File: config.mk
export PLATFORM = sky130hd
export DESIGN_NAME = dma_axi_rd_stream_flat
export DESIGN_NICKNAME = d
export VERILOG_FILES = /design/src/rtl/dma_axi_rd_stream_if.sv /design/src/rtl/dma_axi_rd_stream.sv /design/src/flat_wrapper.sv
export SDC_FILE = /design/constraint.sdc
export NUM_CORES = 1
export LEC_CHECK = 0
export ABC_AREA = 1
export CORE_MARGIN = 2
export CORE_UTILIZATION = 30
export DETAILED_ROUTE_END_ITERATION = 10
export PLACE_DENSITY_LB_ADDON = 0.25
export SLEW_MARGIN = 30
export SYNTH_ARGS = -nofsm -noshare
export SYNTH_HDL_FRONTEND = slang
export SYNTH_SLANG_ARGS = --single-unit
File: constraint.sdc
create_clock -name clk -period 4.29 [get_ports clk]
set_input_delay 0.6435 -clock clk [delete_from_list [all_inputs] [get_ports clk]]
set_output_delay 0.6435 -clock clk [all_outputs]
set_load 0.01 [all_outputs]
File: src/rtl/dma_axi_rd_stream_if.sv
// AXI4 read-address/read-data channels plus the outgoing stream, bundled for the read DMA.
// master is the DMA side; slave is the memory/consumer side.
interface dma_axi_rd_stream_if #(
    parameter int unsigned AXI_ADDR_W = 32,
    parameter int unsigned AXI_DATA_W = 32,
    parameter int unsigned AXI_ID_W   = 1,
    parameter int unsigned AXI_LEN_W  = 8
) ();

    logic [AXI_ID_W-1:0]   m_axi_arid;
    logic [AXI_ADDR_W-1:0] m_axi_araddr;
    logic [AXI_LEN_W-1:0]  m_axi_arlen;
    logic [2:0]            m_axi_arsize;
    logic [1:0]            m_axi_arburst;
    logic                  m_axi_arvalid;
    logic                  m_axi_arready;

    logic [AXI_ID_W-1:0]   m_axi_rid;
    logic [AXI_DATA_W-1:0] m_axi_rdata;
    logic [1:0]            m_axi_rresp;
    logic                  m_axi_rlast;
    logic                  m_axi_rvalid;
    logic                  m_axi_rready;

    logic [AXI_DATA_W-1:0] tdata;
    logic                  tvalid;
    logic                  tready;
    logic                  tlast;

    modport master (
        output m_axi_arid, m_axi_araddr, m_axi_arlen, m_axi_arsize, m_axi_arburst,
        output m_axi_arvalid,
        input  m_axi_arready,
        input  m_axi_rid, m_axi_rdata, m_axi_rresp, m_axi_rlast, m_axi_rvalid,
        output m_axi_rready,
        output tdata, tvalid, tlast,
        input  tready
    );

    modport slave (
        input  m_axi_arid, m_axi_araddr, m_axi_arlen, m_axi_arsize, m_axi_arburst,
        input  m_axi_arvalid,
        output m_axi_arready,
        output m_axi_rid, m_axi_rdata, m_axi_rresp, m_axi_rlast, m_axi_rvalid,
        input  m_axi_rready,
        input  tdata, tvalid, tlast,
        output tready
    );

endinterface

File: src/rtl/dma_axi_rd_stream.sv
// Single-descriptor AXI4 read DMA: splits a transfer into INCR bursts (max length, no 4KB
// crossing) and streams the returned data out with backpressure and a final tlast.
module dma_axi_rd_stream #(
    parameter int unsigned AXI_ADDR_W    = 32,
    parameter int unsigned AXI_DATA_W    = 32,
    parameter int unsigned AXI_ID_W      = 1,
    parameter int unsigned AXI_LEN_W     = 8,
    parameter int unsigned MAX_BURST_LEN = 16,
    parameter int unsigned XFER_LEN_W    = 16
) (
    input  logic                  clk,
    input  logic                  rst,
    input  logic                  start,
    input  logic [AXI_ADDR_W-1:0] start_addr,
    input  logic [XFER_LEN_W-1:0] xfer_len,
    output logic                  busy,
    output logic                  done,
    output logic                  error,
    dma_axi_rd_stream_if.master   bus
);

    localparam int unsigned Bytes     = AXI_DATA_W / 8;
    localparam int unsigned ByteShift = $clog2(Bytes);
    // Wide enough for the remaining length and for the 4KB-boundary beat count.
    localparam int unsigned CntW      = (XFER_LEN_W > 13) ? XFER_LEN_W + 1 : 14;

    typedef enum logic [1:0] {StIdle, StAddr, StData, StDone} state_e;

    state_e                state_q, state_d;
    logic [AXI_ADDR_W-1:0] addr_q, addr_d;
    logic [XFER_LEN_W-1:0] rem_q, rem_d;
    logic                  last_q, last_d;
    logic                  error_q, error_d;
    logic                  ar_valid_q, ar_valid_d;
    logic [AXI_ADDR_W-1:0] ar_addr_q, ar_addr_d;
    logic [AXI_LEN_W-1:0]  ar_len_q, ar_len_d;
    logic [CntW-1:0]       beats;
    logic [CntW-1:0]       next_beats;
    logic                  beat_ok;

    function automatic logic [CntW-1:0] calc_beats(input logic [AXI_ADDR_W-1:0] addr,
                                                   input logic [XFER_LEN_W-1:0] rem);
        logic [CntW-1:0] bnd;
        logic [CntW-1:0] lim;
        bnd = CntW'((13'd4096 - {1'b0, addr[11:0]}) >> ByteShift);
        lim = CntW'(MAX_BURST_LEN);
        if (CntW'(rem) < lim) lim = CntW'(rem);
        if (bnd < lim) lim = bnd;
        return lim;
    endfunction

    assign beats   = calc_beats(addr_q, rem_q);
    assign beat_ok = (state_q == StData) && bus.m_axi_rvalid && bus.tready;

    always_comb begin
        state_d    = state_q;
        addr_d     = addr_q;
        rem_d      = rem_q;
        last_d     = last_q;
        error_d    = error_q;
        ar_valid_d = ar_valid_q;
        ar_addr_d  = ar_addr_q;
        ar_len_d   = ar_len_q;
        next_beats = '0;
        unique case (state_q)
            StIdle: begin
                if (start) begin
                    if (xfer_len != '0) begin
                        addr_d     = start_addr;
                        rem_d      = xfer_len;
                        error_d    = 1'b0;
                        next_beats = calc_beats(start_addr, xfer_len);
                        ar_addr_d  = start_addr;
                        ar_len_d   = AXI_LEN_W'(next_beats - CntW'(1));
                        ar_valid_d = 1'b1;
                        state_d    = StAddr;
                    end else begin
                        state_d = StDone;
                    end
                end
            end
            StAddr: begin
                if (ar_valid_q && bus.m_axi_arready) begin
                    addr_d     = addr_q + (AXI_ADDR_W'(beats) << ByteShift);
                    rem_d      = rem_q - XFER_LEN_W'(beats);
                    last_d     = (CntW'(rem_q) == beats);
                    ar_valid_d = 1'b0;
                    state_d    = StData;
                end
            end
            StData: begin
                if (beat_ok) begin
                    if (bus.m_axi_rresp != 2'b00) error_d = 1'b1;
                    if (bus.m_axi_rlast) begin
                        if (last_q) begin
                            state_d = StDone;
                        end else begin
                            // addr_q/rem_q already point past the finished burst.
                            next_beats = beats;
                            ar_addr_d  = addr_q;
                            ar_len_d   = AXI_LEN_W'(beats - CntW'(1));
                            ar_valid_d = 1'b1;
                            state_d    = StAddr;
                        end
                    end
                end
            end
            StDone: begin
                state_d = StIdle;
            end
            default: begin
                state_d = StIdle;
            end
        endcase
    end

    always_ff @(posedge clk) begin
        if (rst) begin
            state_q    <= StIdle;
            addr_q     <= '0;
            rem_q      <= '0;
            last_q     <= 1'b0;
            error_q    <= 1'b0;
            ar_valid_q <= 1'b0;
            ar_addr_q  <= '0;
            ar_len_q   <= '0;
        end else begin
            state_q    <= state_d;
            addr_q     <= addr_d;
            rem_q      <= rem_d;
            last_q     <= last_d;
            error_q    <= error_d;
            ar_valid_q <= ar_valid_d;
            ar_addr_q  <= ar_addr_d;
            ar_len_q   <= ar_len_d;
        end
    end

    logic unused_rid;
    logic unused_next_beats;
    assign unused_rid        = ^bus.m_axi_rid;
    assign unused_next_beats = ^next_beats;

    assign busy  = (state_q != StIdle);
    assign done  = (state_q == StDone);
    assign error = error_q;

    assign bus.m_axi_arid    = '0;
    assign bus.m_axi_araddr  = ar_addr_q;
    assign bus.m_axi_arlen   = ar_len_q;
    assign bus.m_axi_arsize  = 3'(ByteShift);
    assign bus.m_axi_arburst = 2'b01;
    assign bus.m_axi_arvalid = ar_valid_q;

    // Zero-latency pass-through while a burst is being drained.
    assign bus.m_axi_rready = (state_q == StData) && bus.tready;
    assign bus.tvalid       = (state_q == StData) && bus.m_axi_rvalid;
    assign bus.tdata        = bus.m_axi_rdata;
    assign bus.tlast        = (state_q == StData) && bus.m_axi_rlast && last_q;

endmodule

File: src/flat_wrapper.sv
// flat-port wrapper written by rule: the top's interface ports become plain ports
module dma_axi_rd_stream_flat 
#(
    parameter int unsigned AXI_ADDR_W    = 32,
    parameter int unsigned AXI_DATA_W    = 32,
    parameter int unsigned AXI_ID_W      = 1,
    parameter int unsigned AXI_LEN_W     = 8,
    parameter int unsigned MAX_BURST_LEN = 16,
    parameter int unsigned XFER_LEN_W    = 16
)
  (clk, rst, start, start_addr, xfer_len, busy, done, error, bus_m_axi_arid, bus_m_axi_araddr, bus_m_axi_arlen, bus_m_axi_arsize, bus_m_axi_arburst, bus_m_axi_arvalid, bus_m_axi_arready, bus_m_axi_rid, bus_m_axi_rdata, bus_m_axi_rresp, bus_m_axi_rlast, bus_m_axi_rvalid, bus_m_axi_rready, bus_tdata, bus_tvalid, bus_tlast, bus_tready);
  dma_axi_rd_stream_if #(.AXI_ADDR_W(AXI_ADDR_W), .AXI_DATA_W(AXI_DATA_W), .AXI_ID_W(AXI_ID_W), .AXI_LEN_W(AXI_LEN_W)) bus_i ();
  input  logic clk;
  input  logic rst;
  input  logic start;
  input  logic [AXI_ADDR_W-1:0] start_addr;
  input  logic [XFER_LEN_W-1:0] xfer_len;
  output logic busy;
  output logic done;
  output logic error;
  output wire logic [$bits(bus_i.m_axi_arid)-1:0] bus_m_axi_arid;
  output wire logic [$bits(bus_i.m_axi_araddr)-1:0] bus_m_axi_araddr;
  output wire logic [$bits(bus_i.m_axi_arlen)-1:0] bus_m_axi_arlen;
  output wire logic [$bits(bus_i.m_axi_arsize)-1:0] bus_m_axi_arsize;
  output wire logic [$bits(bus_i.m_axi_arburst)-1:0] bus_m_axi_arburst;
  output wire logic [$bits(bus_i.m_axi_arvalid)-1:0] bus_m_axi_arvalid;
  input wire logic [$bits(bus_i.m_axi_arready)-1:0] bus_m_axi_arready;
  input wire logic [$bits(bus_i.m_axi_rid)-1:0] bus_m_axi_rid;
  input wire logic [$bits(bus_i.m_axi_rdata)-1:0] bus_m_axi_rdata;
  input wire logic [$bits(bus_i.m_axi_rresp)-1:0] bus_m_axi_rresp;
  input wire logic [$bits(bus_i.m_axi_rlast)-1:0] bus_m_axi_rlast;
  input wire logic [$bits(bus_i.m_axi_rvalid)-1:0] bus_m_axi_rvalid;
  output wire logic [$bits(bus_i.m_axi_rready)-1:0] bus_m_axi_rready;
  output wire logic [$bits(bus_i.tdata)-1:0] bus_tdata;
  output wire logic [$bits(bus_i.tvalid)-1:0] bus_tvalid;
  output wire logic [$bits(bus_i.tlast)-1:0] bus_tlast;
  input wire logic [$bits(bus_i.tready)-1:0] bus_tready;
  assign bus_m_axi_arid = bus_i.m_axi_arid;
  assign bus_m_axi_araddr = bus_i.m_axi_araddr;
  assign bus_m_axi_arlen = bus_i.m_axi_arlen;
  assign bus_m_axi_arsize = bus_i.m_axi_arsize;
  assign bus_m_axi_arburst = bus_i.m_axi_arburst;
  assign bus_m_axi_arvalid = bus_i.m_axi_arvalid;
  assign bus_i.m_axi_arready = bus_m_axi_arready;
  assign bus_i.m_axi_rid = bus_m_axi_rid;
  assign bus_i.m_axi_rdata = bus_m_axi_rdata;
  assign bus_i.m_axi_rresp = bus_m_axi_rresp;
  assign bus_i.m_axi_rlast = bus_m_axi_rlast;
  assign bus_i.m_axi_rvalid = bus_m_axi_rvalid;
  assign bus_m_axi_rready = bus_i.m_axi_rready;
  assign bus_tdata = bus_i.tdata;
  assign bus_tvalid = bus_i.tvalid;
  assign bus_tlast = bus_i.tlast;
  assign bus_i.tready = bus_tready;
  dma_axi_rd_stream #(.AXI_ADDR_W(AXI_ADDR_W), .AXI_DATA_W(AXI_DATA_W), .AXI_ID_W(AXI_ID_W), .AXI_LEN_W(AXI_LEN_W), .MAX_BURST_LEN(MAX_BURST_LEN), .XFER_LEN_W(XFER_LEN_W)) u_core (.clk(clk), .rst(rst), .start(start), .start_addr(start_addr), .xfer_len(xfer_len), .busy(busy), .done(done), .error(error), .bus(bus_i));
endmodule
Word-level counts from Yosys, hierarchy flattened:

Index checks and enable logic that the tools add are counted.

* register bits: 93
* word-level logic and storage cells: 95

* add/sub/neg operators: 6
* $lt $le $gt $ge: 4
* equal/unequal tests: 11
* muxes and demuxes: 47
* reductions and logical operators: 19

Operator list (count)
* 32-bit two-way mux: 6
* 32-bit case mux with 2 select lines: 2
* 16-bit two-way mux: 6
* 8-bit two-way mux: 9
* 17-bit two-way mux: 3
* 15-bit by 17-bit less-than comparator with 1-bit output: 2
* 32-bit by 19-bit adder with 32-bit output: 1
* 16-bit by 5-bit less-than comparator with 1-bit output (second input constant): 2
* 16-bit case mux with 2 select lines: 1
* 13-bit by 12-bit subtractor with 14-bit output (first input constant): 2
* 16-bit by 17-bit equality test with 1-bit output: 1
* 8-bit case mux with 2 select lines: 1
* 16-bit nonzero test: 1
* 16-bit subtractor: 1
* 8-bit by 1-bit subtractor with 8-bit output (second input constant): 2
* 2-bit two-way mux: 6
* 1-bit two-way mux: 10
* 2-bit != test (second input constant): 4
* 2-bit case mux with 4 select lines: 1
* 4-bit AND reduction: 2
* 2-bit nonzero test: 4
* 7-bit AND reduction: 1
* 1-bit logical AND: 6
* 2-bit by 1-bit != test with 1-bit output (second input constant): 3
* 9 further kinds: 10

Longest topological paths before layout:

Gate-level depths: netlist (run 1).

* word-level depth: 14
* depth in mapped cells: 36

Worst setup path before layout (run 1):

No wires, ideal clock.

* path type: register -> register
* start point: register u_core.addr_q[0]
* end point: register u_core.addr_q[26]
* library setup time: 132 ps
* arrival time: 4068 ps
* required time: 4158 ps
* setup slack: 89 ps
* cell stages (with the launch flop): 28
* path through: dfxtp_1 nor2_4 nand4_1 nor2_1 nand3_1 nor2_1 inv_1 nor2_1 inv_1 nand2_1 inv_1 ha_1 a21oi_1 nand3_4 o21ai_1 ha_1 inv_1 fa_1 o21ai_0 nand3_1 nand2_1 a21boi_2 nor2_1 nand2_1 nand2_1 nand2_1 o21ai_1 a21oi_1

* cells in the longest elaborated chain, start to end: 6

Ends and longest elaborated chain
* start: declaration: RTL line dma_axi_rd_stream.sv:30 `logic [AXI_ADDR_W-1:0] addr_q, addr_d;`
* start signal: assignment: RTL line dma_axi_rd_stream.sv:129 `addr_q <= addr_d;`
* 13-bit by 12-bit subtractor with 14-bit output: RTL line dma_axi_rd_stream.sv:45 `bnd = CntW'((13'd4096 - {1'b0, addr[11:0]}) >> ByteShift);`
* 15-bit by 17-bit less-than comparator with 1-bit output: RTL line dma_axi_rd_stream.sv:48 `if (bnd < lim) lim = bnd;`
* 16-bit two-way mux: RTL line dma_axi_rd_stream.sv:48
* 32-bit by 19-bit adder with 32-bit output *: RTL line dma_axi_rd_stream.sv:84 `addr_d = addr_q + (AXI_ADDR_W'(beats) << ByteShift);`
* 32-bit two-way mux *: RTL line dma_axi_rd_stream.sv:83 `if (ar_valid_q && bus.m_axi_arready) begin`
* 32-bit case mux with 2 select lines *: RTL line dma_axi_rd_stream.sv:65 `unique case (state_q)`

Every way passes the cells marked *; elsewhere a longest branch is shown, timed or not. The select of a mux whose other input is x is not followed.
A chain may end at the register's enable or synchronous reset.

Final worst setup path (run 1):

* start point: register u_core.addr_q[2]
* end point: register u_core.rem_q[14]

* cells in the longest elaborated chain, start to end: 6

Ends and longest elaborated chain
* 13-bit by 12-bit subtractor with 14-bit output *: RTL line dma_axi_rd_stream.sv:45
* 15-bit by 17-bit less-than comparator with 1-bit output: RTL line dma_axi_rd_stream.sv:48
* 16-bit two-way mux *: RTL line dma_axi_rd_stream.sv:48
* 16-bit subtractor *: RTL line dma_axi_rd_stream.sv:85 `rem_d = rem_q - XFER_LEN_W'(beats);`
* 16-bit two-way mux *: RTL line dma_axi_rd_stream.sv:83
* 16-bit case mux with 2 select lines *: RTL line dma_axi_rd_stream.sv:65
* end signal: assignment: RTL line dma_axi_rd_stream.sv:130 `rem_q <= rem_d;`
* end: declaration: RTL line dma_axi_rd_stream.sv:31 `logic [XFER_LEN_W-1:0] rem_q, rem_d;`

Marks and branches as above.

==> flow_metrics.py, run 1 <==
metrics = {
    "sta": {
        "min_period_ns": 4.29,
        "rsz0062_at_grt": "yes",
        "setup_slack_ns": -0.00112,
        "max_slew_margin_pct": 38.8,
        "final-max-slew-violation-count": 0,
        "fin_crit_sh_pct": 100,
        "finalHoldViolations": 0,
        "hold_ws_ns": 0.479,
        "setup_viol": 1,
        "worst_pin_slew_ns": 0.917,
        "clock-skew-final_ns": 0.0102,
        "fmax_ghz": 0.233,
    },
    "pwr": {
        "power.density_nw_per_um2": 610,
        "power_frac_clock_pct": 13.0,
        "p_int_mw": 3.82,
        "seqPwrFrac_pct": 17.7,
        "combPwrFrac_pct": 69.2,
        "swShare_pct": 43.7,
        "p_leak_nw": 5.02,
        "p_total_mw": 6.78,
        "ir_worst_vdd_v": 0.000215,
        "p_switching_mw": 2.96,
    },
    "floorplan": {
        "die_h_um": 165,
        "die_w_um": 165,
        "ios": 175,
        "core_area_um2": 25300,
        "start_util_pct": 30.7,
        "rows": 58,
        "dieArea_um2": 27100,
    },
    "clock_tree": {
        "cts_root_buffer": "clkbuf_16",
        "cts_tree": "built",
        "htreeDepth": 3,
        "clkTransAtPathRegs_ns": 0.08,
        "cts_buffers": 9,
        "cts.sinks": 93,
        "clockBufferDepth": 2,
        "postCtsHoldBufs": 0,
        "clkLatencyLatePin_ns": 0.37,
    },
    "critical_path": {
        "cp_slowest_stage_delay_ns": 0.35,
        "worstSetupPathType": "flip-flop to flip-flop",
        "slowest_stage": "fa_2",
        "worst-path-buf-inv": 7,
        "timing.critical_path.mode_cell": "nand2_2",
        "worstSetupEndpointType": "flip-flop",
        "path_max_fanout": 4,
        "crit_required_ns": 4.59,
        "reg2reg_setup_slack_ns": -0.001,
        "worstSetupStartpointType": "flip-flop",
        "arrival_ns": 4.60,
        "crit_family": "simple AND/OR/NAND/NOR gates",
    },
    "final_layout": {
        "fin_nets": 1597,
        "synthToLayoutAreaGrowth_pct": 43.3,
        "drive_gt1_share_pct": 23.5,
        "antenna_cells": 0,
    },
    "placement": {
        "io_buffers": 103,
        "dpl.hpwl_mm": 19.2,
        "gp_congestion": 0.898,
    },
    "route": {
        "drt_iter0_drc": 543,
        "vias": 8608,
        "routed_wirelength_mm": 27.0,
        "ant_nets": 0,
        "via_per_inst": 4.81,
        "wl_per_cell_um": 15.1,
        "first_pass_iters": 5,
        "drc": 0,
    },
    "global_route": {
        "gr-usage-all-layers_pct": 19.5,
        "grt_pass1_wl_mm": 41.7,
        "grt_max_degree": 52,
        "antenna_found_initial": 0,
        "grt_pass1_vias": 8079,
        "overflow": 0,
    },
    "synthesis": {
        "yosys.cell_types.count": 50,
        "ys_ff_latch": 93,
        "synth-seq-area-share_pct": 24.0,
        "syn_inst": 1234,
        "ys.flop_type": "dfxtp_1",
        "synth-warning-count": 0,
        "synthesis.area_um2": 7750,
        "async_reset_ff_share_pct": 0,
        "synth_edf_count": 0,
        "syn_avg_cell_area_um2": 6.28,
    },
    "job": {
        "drv_cap": 0,
    },
    "run_status": {
        "run_status": "finished, violations left",
        "violations": "setup timing",
    },
    "worst_hold_path": {
        "hold_class": "flip-flop to flip-flop",
    },
}
## sequential cells by signal (all words and copies together), names as in the netlist
signal,count
u_core.rem_q,16
u_core.bus.m_axi_arlen,8
u_core.bus.m_axi_arvalid,1
u_core.last_q,1
u_core.state_q,2
u_core.error,1
u_core.bus.m_axi_araddr,32
u_core.addr_q,32
## path summary, 6_finish.rpt
path	start	to	cells past startpoint
max	u_core.addr_q[2]$_SDFFE_PP0P_	u_core.rem_q[14]$_SDFFE_PP0P_	35
min	u_core.last_q$_SDFFE_PP0P_	u_core.last_q$_SDFFE_PP0P_	2
max reg2reg	u_core.addr_q[2]$_SDFFE_PP0P_	u_core.rem_q[14]$_SDFFE_PP0P_	35
min reg2reg	u_core.last_q$_SDFFE_PP0P_	u_core.last_q$_SDFFE_PP0P_	2
## per-layer routing
layer	part of all wire, %	global-route usage, %
met4	2.4	6.05
met1	48	27.1
met2	45	31.2
met5	0	0
met3	5.1	2.66
## per-stage QoR
| step | setup WS [ns] | setup TNS (ns) | std cells | instance area [um^2] | utilization [%] |
|---|---|---|---|---|---|
| after floorplan | 0.0895 | 0 | 1259 | 7840 | - |
| after global routing | -0.308 | -3.72 | 1788 | 11100 | 44.0 |
| after CTS | -0.00816 | -0.0255 | 1766 | 10300 | 40.8 |
| after global placement | -0.326 | -5.45 | 1736 | 9780 | 38.7 |
| after detailed placement | -0.305 | -4.97 | 1736 | 9780 | 38.7 |
| final | -0.00112 | -0.00112 | 1788 | 11100 | 44.0 |
## cell type report
cell class | count | area (um^2)
well taps | 330 | 413
inverters | 149 | 562
clock inverters | 4 | 55.1
flip-flops and latches | 93 | 1860
multi-input cells | 933 | 5620
fillers | 2641 | 14100
repair buffers | 267 | 2330
clock buffers | 12 | 256
## power groups by stage
stage	Combinational (mW)	Clock (mW)	Sequential [mW]
2_1_floorplan	2.07	0	1.22
3_3_place_gp	3.56	0	1.21
3_5_place_dp	3.59	0	1.21
4_1_cts	3.84	0.903	1.20
5_1_grt	5.17	0.928	1.22
6_report	4.69	0.883	1.20
## placed cells by master (no fill, tap or decap), types with 8 or more instances in the layout
cell and count:
ha_4 16, nand4_1 17, xnor2_1 10, xor2_1 13
buf_4 152, a21oi_2 12, nand2_2 35, o21ai_1 13
nand3_1 51, nand2_4 10, o21ai_0 83, a21oi_1 78
nand3_2 10, conb_1 27, buf_6 9, o211ai_1 8
inv_2 15, nor2_1 98, nand2_1 262, nor2_2 18
o22ai_1 17, clkbuf_16 10, nor2_4 8, clkdlybuf4s50_1 103
a31oi_1 35, inv_1 133, dfxtp_1 91, ha_1 35
o21ai_2 9
## logic make-up (layout without fill, tap and decap cells)
| logic type | Yosys count | count (layout) | synth area share (%) |
|---|---|---|---|
| flip-flops | 93 | 93 | 24.0 |
| XOR/XNOR | 26 | 26 | 2.94 |
| other | 2 | 27 | 0.0969 |
| AO/OA/AOI/OAI | 289 | 289 | 20.9 |
| AND/OR/NAND/NOR | 537 | 537 | 29.6 |
| buffers and inverters | 233 | 432 | 13.5 |
| adder cells (fa/ha/maj) | 54 | 54 | 8.91 |
## tightest hold or removal path, cell delays in order (launching register included)
cell	delay, ns
dfxtp_1	0.31
o21ai_0	0.06
a21oi_1	0.06
## synth_stat cells, types with 4 or more instances
cell,count,area (um^2)
nand2_1,295,1110
ha_1,52,651
nor2_1,116,435
o211ai_1,8,60.1
nand4_1,17,106
buf_2,8,40.0
buf_4,40,300
or2_2,5,31.3
dfxtp_1,93,1860
a21oi_1,93,465
xor2_1,15,131
clkbuf_1,33,124
o21ai_1,8,40.0
xnor2_1,11,96.3
nand2_2,10,62.6
a31oi_1,36,225
o21ai_0,99,495
o22ai_1,17,106
a211oi_1,6,45.0
inv_2,5,18.8
nor3_1,9,45.0
nor2_2,5,31.3
nand3_1,61,305
nor4_1,5,31.3
o21a_1,4,30.0
inv_1,144,541
## repair_timing
| action | CTS | global route |
|---|---|---|
| pin swaps | 18 | 52 |
| buffers inserted | 14 | 22 |
| gates cloned | 0 | 1 |
| endpoints found under the setup margin | 30 | 43 |
| gates resized for setup | 35 | 152 |
(Power assumes the default switching activity.)
==> run 2: changes to the inputs <==
--- a/config.mk
+++ b/config.mk
@@ -10,7 +10,7 @@
 export CORE_UTILIZATION = 30
 export DETAILED_ROUTE_END_ITERATION = 10
 export PLACE_DENSITY_LB_ADDON = 0.25
-export SLEW_MARGIN = 30
+export SLEW_MARGIN = 5
 export SYNTH_ARGS = -nofsm -noshare
 export SYNTH_HDL_FRONTEND = slang
 export SYNTH_SLANG_ARGS = --single-unit
==> results of run 2 <==
The final DEF is identical to that of run 1; final timing and power are the same.
==> run 3: changes to the inputs <==
--- a/config.mk
+++ b/config.mk
@@ -5,7 +5,7 @@
 export SDC_FILE = /design/constraint.sdc
 export NUM_CORES = 1
 export LEC_CHECK = 0
-export ABC_AREA = 1
+export ABC_AREA = 0
 export CORE_MARGIN = 2
 export CORE_UTILIZATION = 30
 export DETAILED_ROUTE_END_ITERATION = 10
==> flow_metrics.py, run 3 <==
metrics = {
    "clock_tree": {
        "clkLatencyLatePin_ns": 0.36,
        "clkTransAtPathRegs_ns": 0.07,
        "cts_tree": "built",
        "clockBufferDepth": 2,
        "cts_buffers": 9,
        "htreeDepth": 3,
        "cts_root_buffer": "clkbuf_16",
        "postCtsHoldBufs": 0,
        "cts.sinks": 93,
    },
    "floorplan": {
        "rows": 56,
        "start_util_pct": 30.7,
        "die_w_um": 159,
        "dieArea_um2": 25400,
        "die_h_um": 159,
        "ios": 175,
        "core_area_um2": 23600,
    },
    "global_route": {
        "grt_max_degree": 55,
        "grt_pass1_wl_mm": 40.9,
        "antenna_found_initial": 0,
        "grt_pass1_vias": 7722,
        "gr-usage-all-layers_pct": 19.8,
        "overflow": 0,
    },
    "final_layout": {
        "final_common_cell": "buf_4",
        "synthToLayoutAreaGrowth_pct": 48.8,
        "fin_cells": 1528,
        "antenna_cells": 0,
        "final_cell_mix": "183 x buf_4, 134 x nand2_1, 102 x nor2_1",
        "fin_nets": 1348,
        "drive_gt1_share_pct": 28.1,
        "n_fill_cell": 2357,
    },
    "sta": {
        "clock-skew-final_ns": 0.00886,
        "tns_ns": -18.77,
        "fin_crit_sh_pct": 116,
        "min_period_ns": 4.96,
        "finalHoldViolations": 0,
        "max_slew_margin_pct": 36.0,
        "rsz0062_at_grt": "yes",
        "worst_pin_slew_ns": 0.957,
        "setup_viol": 40,
        "setup_slack_ns": -0.670,
        "fmax_ghz": 0.202,
        "final-max-slew-violation-count": 0,
    },
    "critical_path": {
        "crit_required_ns": 4.58,
        "worstSetupStartpointType": "flip-flop",
        "slowest_stage": "or4_4",
        "cp_slowest_stage_delay_ns": 0.60,
        "path_cells": "or4_4 > xnor2_4 > inv_1 > ha_1 > a21oi_1 > o211a_1 > a311oi_4 > o32a_4 > mux2i_4 > inv_2 > buf_6 > ha_4 > nor2b_4 > o21ai_2 > a21boi_2 > o211ai_1 > a21oi_2 > o211a_1 > o21ai_2 > mux2_4 > nor3_2",
        "worstSetupEndpointType": "flip-flop",
        "path_max_fanout": 5,
        "worst-path-buf-inv": 3,
        "arrival_ns": 5.25,
        "crit_family": "compound AO/OA/AOI/OAI gates",
        "worstSetupPathType": "flip-flop to flip-flop",
        "reg2reg_setup_slack_ns": -0.67,
    },
    "route": {
        "routed_wirelength_mm": 25.6,
        "first_pass_iters": 5,
        "ant_nets": 0,
        "via_per_inst": 5.15,
        "routed-wl-met3_um": 940,
        "drt_iter0_drc": 543,
        "wl_per_cell_um": 16.8,
        "wl_met1_mm": 12.4,
        "topRoutingLayerUsed": "met4",
        "wl_met2_mm": 12.0,
        "drc": 0,
        "vias": 7865,
    },
    "placement": {
        "dpl.hpwl_mm": 19.0,
        "io_buffers": 103,
        "dp_cells": 1490,
        "gp_congestion": 0.854,
    },
    "synthesis": {
        "ys.flop_type": "dfxtp_1",
        "synth-seq-area-share_pct": 25.7,
        "synth_edf_count": 0,
        "yosys.cell_types.count": 76,
        "netlist.area_leader.share_pct": 25.7,
        "synth_common_cells": "138 x nand2_1, 107 x nor2_1, 93 x dfxtp_1, 57 x a21oi_1, 52 x ha_1",
        "syn_inst": 963,
        "syn_avg_cell_area_um2": 7.53,
        "async_reset_ff_share_pct": 0,
        "synth-warning-count": 0,
        "ys_ff_latch": 93,
        "synthesis.area_um2": 7250,
        "synth_area_leaders": "dfxtp_1 26%, ha_1 9.0%, nand2_1 7.1%",
        "synth_top_area_cell": "dfxtp_1",
        "synth.most_common_cell": "nand2_1",
    },
    "run_status": {
        "run_status": "finished, violations left",
        "violations": "setup timing",
    },
    "pwr": {
        "ir_worst_vdd_v": 0.000274,
        "p_leak_nw": 4.53,
        "power.density_nw_per_um2": 597,
    },
    "job": {
        "drv_cap": 0,
    },
    "worst_hold_path": {
        "hold_class": "flip-flop to flip-flop",
    },
}
## run 3: cell types whose count changed in the layout (fill, tap and decap cells not counted), moves of 34 or more
| cell | before | now |
|---|---|---|
| o21ai_0 | 83 | 13 |
| nand2_1 | 262 | 134 |
| nand3_1 | 51 | 17 |
| inv_1 | 133 | 28 |
| a311oi_1 | 0 | 36 |
## run 3: power breakdown
group	internal, mW	total (mW)	switching, mW
sequential	1.04	1.18	0.140
combinational	2.21	4.38	2.16
clock	0.491	0.876	0.385
## run 3: per-stage QoR
step / hold WS, ns / area [um^2] / worst slack [ns] / power (mW) / util, %
global placement: 0.466 / 9800 / -0.882 / 4.88 / 41.5
detailed placement: 0.477 / 9800 / -0.959 / 4.90 / 41.5
floorplan: 0.449 / 7550 / -0.476 / 3.34 / -
global route: 0.510 / 10800 / -0.876 / 6.91 / 45.7
CTS: 0.485 / 10600 / -0.603 / 6.22 / 44.9
finish: 0.484 / 10800 / -0.670 / 6.44 / 45.7
## run 3: cell type report
cell class,instances,area [um^2],share of cell area [%]
clock inverter,5,63.8,0.592
inverter,29,109,1.01
tap,319,399,3.70
multi-input combinational,775,5560,51.6
sequential,93,1870,17.3
timing repair buffer,296,2530,23.5
clock buffer,11,253,2.34
## run 3: worst paths after layout
check,start,endpoint,cells after the start
worst max register to register,u_core.addr_q[3]$_SDFFE_PP0P_,u_core.rem_q[15]$_SDFFE_PP0P_,21
worst min-delay path,u_core.addr_q[13]$_SDFFE_PP0P_,u_core.addr_q[13]$_SDFFE_PP0P_,2
worst max-delay path,u_core.addr_q[3]$_SDFFE_PP0P_,u_core.rem_q[15]$_SDFFE_PP0P_,21
worst min register to register,u_core.addr_q[13]$_SDFFE_PP0P_,u_core.addr_q[13]$_SDFFE_PP0P_,2
## run 3: layer usage
metal | track usage (%) | vias up
li1 | - | 3936
met1 | 27.2 | 3742
met2 | 32.7 | 165
met3 | 3.18 | 22
met4 | 4.34 | 0
met5 | 0 | -
## run 3: worst reg2reg max path, stage by stage (launching register included)
cell and delay (ns):
dfxtp_4 0.36, or4_4 0.60, xnor2_4 0.23, inv_1 0.07, ha_1 0.30, a21oi_1 0.08
o211a_1 0.28, a311oi_4 0.34, o32a_4 0.32, mux2i_4 0.29, inv_2 0.08, buf_6 0.13
ha_4 0.21, nor2b_4 0.12, o21ai_2 0.17, a21boi_2 0.08, o211ai_1 0.28, a21oi_2 0.15
o211a_1 0.25, o21ai_2 0.14, mux2_4 0.32, nor3_2 0.10
## run 3: timing repair
item,4_1_cts,5_1_grt
setup buffers,25,1
pin swaps,77,55
endpoints found under the setup margin,51,50
hold endpoints to repair,0,0
gates resized for setup,87,40
## run 3: logic make-up (layout without fill, tap and decap cells)
kind of cell / count (synthesis) / in the layout / share of synthesized area [%]
AO/OA/AOI/OAI: 258 / 258 / 25.7
XOR/XNOR: 32 / 32 / 3.97
adder cells (fa/ha/maj): 54 / 54 / 9.53
buffers and inverters: 120 / 341 / 8.30
flip-flops: 93 / 93 / 25.7
multiplexers: 8 / 8 / 1.19
other: 2 / 27 / 0.104
AND/OR/NAND/NOR: 396 / 396 / 25.5
